`src/rtl/cnt_pkg.sv`:
```
// Shared definitions for the counter family: default width and the end-of-range
// mode selected by the SATURATE parameter.
package cnt_pkg;

    localparam int unsigned CNT_W_DEFAULT = 8;

    typedef enum logic {
        MODE_WRAP = 1'b0,
        MODE_SAT  = 1'b1
    } cnt_mode_t;

endpackage : cnt_pkg

```
`src/rtl/incrementer8b.sv`:
```
// Combinational +1 incrementer built as a half-adder ripple chain;
// Carry is high exactly when A is all-ones.
module incrementer8b
    import cnt_pkg::*;
#(
    parameter int unsigned WIDTH = CNT_W_DEFAULT
) (
    input  logic [WIDTH-1:0] A,
    output logic [WIDTH-1:0] S,
    output logic             Carry
);

    logic [WIDTH:0] c;

    // Carry-in of 1 turns the half-adder chain into an incrementer
    assign c[0] = 1'b1;

    for (genvar i = 0; i < WIDTH; i++) begin : g_ha
        assign S[i]   = A[i] ^ c[i];
        assign c[i+1] = A[i] & c[i];
    end

    assign Carry = c[WIDTH];

endmodule : incrementer8b

```
`src/rtl/incrementer8b_counter.sv`:
```
// Registered up-counter with load, enable, wrap/saturate at MAX_VAL and a
// one-cycle carry pulse for chaining into wider counters.
module incrementer8b_counter
    import cnt_pkg::*;
#(
    parameter int unsigned     WIDTH    = CNT_W_DEFAULT,
    parameter logic [WIDTH-1:0] MAX_VAL = {WIDTH{1'b1}},
    parameter bit              SATURATE = 1'b0
) (
    input  logic             clk,
    input  logic             rst_n,
    input  logic             en,
    input  logic             load,
    input  logic [WIDTH-1:0] load_val,
    output logic [WIDTH-1:0] count,
    output logic             tc,
    output logic             carry
);

    localparam cnt_mode_t MODE = SATURATE ? MODE_SAT : MODE_WRAP;

    logic [WIDTH-1:0] inc_s;
    logic             inc_carry;
    logic [WIDTH:0]   inc_sum;
    logic [WIDTH-1:0] load_clamped;
    logic             at_max;
    logic [WIDTH-1:0] count_d;
    logic             carry_d;

    incrementer8b #(
        .WIDTH (WIDTH)
    ) u_inc (
        .A     (count),
        .S     (inc_s),
        .Carry (inc_carry)
    );

    assign inc_sum      = {inc_carry, inc_s};
    assign at_max       = (count == MAX_VAL);
    assign tc           = at_max;
    assign load_clamped = (load_val > MAX_VAL) ? MAX_VAL : load_val;

    // Next-state mux: load beats enable; terminal count wraps or holds
    always_comb begin
        count_d = count;
        carry_d = 1'b0;
        if (load) begin
            count_d = load_clamped;
        end else if (en) begin
            if (at_max) begin
                carry_d = 1'b1;
                count_d = (MODE == MODE_SAT) ? MAX_VAL : '0;
            end else begin
                count_d = inc_sum[WIDTH-1:0];
            end
        end
    end

    always_ff @(posedge clk or negedge rst_n) begin
        if (!rst_n) begin
            count <= '0;
            carry <= 1'b0;
        end else begin
            count <= count_d;
            carry <= carry_d;
        end
    end

    // With a full-range terminal the ripple carry-out must agree with the compare
    a_carry_matches_tc : assert property (@(posedge clk) disable iff (!rst_n)
        (MAX_VAL != {WIDTH{1'b1}}) || (inc_sum[WIDTH] == at_max));

endmodule : incrementer8b_counter

```
`config.mk`:
```
export PLATFORM = sky130hd
export DESIGN_NAME = incrementer8b_counter
export DESIGN_NICKNAME = d
export VERILOG_FILES = /design/src/rtl/cnt_pkg.sv /design/src/rtl/incrementer8b.sv /design/src/rtl/incrementer8b_counter.sv
export SDC_FILE = /design/constraint.sdc
export NUM_CORES = 1
export LEC_CHECK = 0
export CORE_MARGIN = 1.5
export CORE_UTILIZATION = 42
export CTS_BUF_LIST = sky130_fd_sc_hd__clkbuf_4
export DETAILED_ROUTE_END_ITERATION = 12
export GPL_TIMING_DRIVEN = 1
export PLACE_DENSITY_LB_ADDON = 0.2
export SKIP_LAST_GASP = 1
export SYNTH_ARGS = -nofsm -noshare
export SYNTH_HDL_FRONTEND = slang
export SYNTH_SLANG_ARGS = --single-unit
```
`constraint.sdc`:
```
create_clock -name clk -period 2.6 [get_ports clk]
set_input_delay 0.52 -clock clk [delete_from_list [all_inputs] [get_ports clk]]
set_output_delay 0.52 -clock clk [all_outputs]
set_load 0.02 [all_outputs]
```
==> metrics.csv <==
metric,value,unit
outcome,"complete, no violations",
fin_crit,2.377,ns
arrival,1.86,ns
maxCapViolations,0,
synth-simple-area-share,17.77,%
fin_tns_setup,0,ns
avgViaCountPerCell,5.450,
grt_max_degree,12,
reg2reg_slack,0.49,ns
vias,436,
synth_area,549.3,um^2
relSlewSlack,73.90,%
num_rows,12,
p_total,0.4063,mW
grt-ovfl-total,0,
hold_depth,1,
grt_pass1_vias,463,
min_to,count[0],
antenna_cells,0,
ys_seq_area_share,41.00,%
gp_congestion,0.7316,
cts_tree,yes,
rr_worst_depth,8,
antenna_found_initial,0,
core_area,1156,um^2
antenna_left,0,
dp.cells,76,
grtUsageTotal,20.53,%
yosys_warnings,0,
grt_pass1_wl,2.021,mm
grt_util_met2,34.17,%
fin_cells,80,
first_pass_iters,3,
drive_gt1_share,15.15,%
final_area,787.0,um^2
clock_latency,0.27,ns
rsz0062_at_grt,no,
cts-resized-gates,0,
place_area,757.0,um^2
synth.distinct_cells,14,
fp.dieW,39.17,um
fin_crit_sh,91.43,%
pwr_density_cell,516.2,nW/um^2
cts_setup_buffers,0,
cts_buffers,3,
start_util,47.51,%
setup_violations,0,
die-area,1534,um^2
timing_hold_violations_final,0,
hp-start,count[0],
hp-class,reg2reg,
r2r_start,count[0],
finalClockSkew,0.007191,ns
grt_busiest_layer,met2,
htreeDepth,1,
crit_required,2.08,ns
pin_count,22,
synth.net_count,60,
drc,0,
drtIter0Drc,6,
end_kind,output port,
avgSynthCellArea,13.08,um^2
ir_worst_vdd,0.2885,mV
r2r-end,count[7],
synth_fa_ha_area_share,13.67,%
ys_ff_latch,9,
fillers,100,
routed_wl,1.153,mm
synthCells,42,
critPathKind,reg2out,
hold_buffers,0,
grtUsageMet3,8.671,%
fp.dieH,39.17,um
cts_root_buf,clkbuf_4,
clk_pin_slew,0.06,ns
synth_compound_area_share,18.91,%
cts_buffer_depth,2,
crit_path_max_fanout,3,
nNetsFinal,85,
power_leakage,0.3378,nW
areaGrowthSynthToFinish,43.28,%
clkSinkCount,9,
routedWlPerCell,14.41,um
synth_mux_area_share,0,%
slew_viol_final,0,
hpwlAfterDp,895.1,um
synth_top_family_by_area,compound AO/OA/AOI/OAI gates,
fmax,0.4207,GHz
gr-usage-met1,23.94,%
portBuffers,21,
startpoint_type,flop,
worst_slew_pin_slew,0.3903,ns
synth_xor_area_share,1.595,%
Yosys cell counts:
cell type	n	share of area [%]
ha_1	6	14
o41ai_1	1	1.6
buf_4	1	1.4
xor2_1	1	1.6
a221o_1	7	13
inv_1	1	0.68
dfrtp_1	9	41
and3_4	1	2.0
and2_2	1	1.4
clkbuf_8	2	5.0
and4_4	1	2.0
nor3b_1	9	12
a211oi_4	1	3.6
a21oi_1	1	0.91
how the worst max path moves through the flow:
stage | startpoint | endpoint | slack, ns | depth (start not counted)
after floorplan | count[0] | count[7] | 0.47 | 8
after global placement | count[0] | count[7] | 0.51 | 8
after detailed placement | count[0] | count[7] | 0.50 | 8
after CTS | count[0] | tc | 0.23 | 4
after global routing | count[0] | tc | 0.14 | 4
final | count[1] | tc | 0.22 | 4
cells by family (layout without fill, tap and decap cells):
| logic type | Yosys count | after routing |
|---|---|---|
| AOI/OAI and AO/OA | 10 | 10 |
| DFF | 9 | 9 |
| and+or+nand+nor | 12 | 12 |
| xor gates and xnor gates | 1 | 1 |
| buffers and inverters | 4 | 28 |
| adders and majority gates | 6 | 6 |
layout by cell type (no fill, tap or decap):
cell type | Yosys | routed
clkdlybuf4s50_1 | 0 | 21
nor3b_1 | 9 | 9
dfrtp_1 | 9 | 9
a221o_1 | 7 | 7
ha_1 | 6 | 6
clkbuf_4 | 0 | 4
buf_4 | 1 | 2
and4_4 | 1 | 1
and3_4 | 1 | 1
and2_2 | 1 | 1
inv_1 | 1 | 1
a211oi_4 | 1 | 1
a21oi_1 | 1 | 1
o41ai_1 | 1 | 1
xor2_1 | 1 | 1
sequential cells by signal, indices dropped and copies added, names as in the netlist:
name and cells:
carry 1, count 8
final cells by class:
type | instances | area, um^2 | area share (%)
Inverter | 1 | 3.754 | 0.4769
Sequential cell | 9 | 225.2 | 28.62
Clock buffer | 4 | 30.03 | 3.816
Timing Repair Buffer | 23 | 225.2 | 28.62
Tap cell | 14 | 17.52 | 2.226
Multi-Input combinational cell | 29 | 285.3 | 36.25
per-stage QoR:
step,hold WS [ns],setup slack [ns],util [%]
global route,0.5466,0.1447,68.07
detailed placement,0.5114,0.4980,65.48
global placement,0.5032,0.5146,65.48
finish,0.5216,0.2229,68.07
floorplan,0.2244,0.4717,-
CTS,0.5177,0.2266,68.07
routing by layer:
metal	vias up	share of wire [%]
li1	215	-
met1	200	47
met2	19	44
met3	2	8.2
met4	0	0.87
met5	-	0
critical path, stage by stage, from the launching register on:
cell and delay [ns]:
dfrtp_1 0.39, ha_1 0.20, and4_4 0.25, and2_2 0.16, clkdlybuf4s50_1 0.60
report_power, final:
part	switching (mW)	internal, mW
registers	0.0156	0.154
clock network	0.0508	0.0697
logic	0.0505	0.0654
total	0.117	0.289
Note: power is estimated with default switching activity, not from simulation.
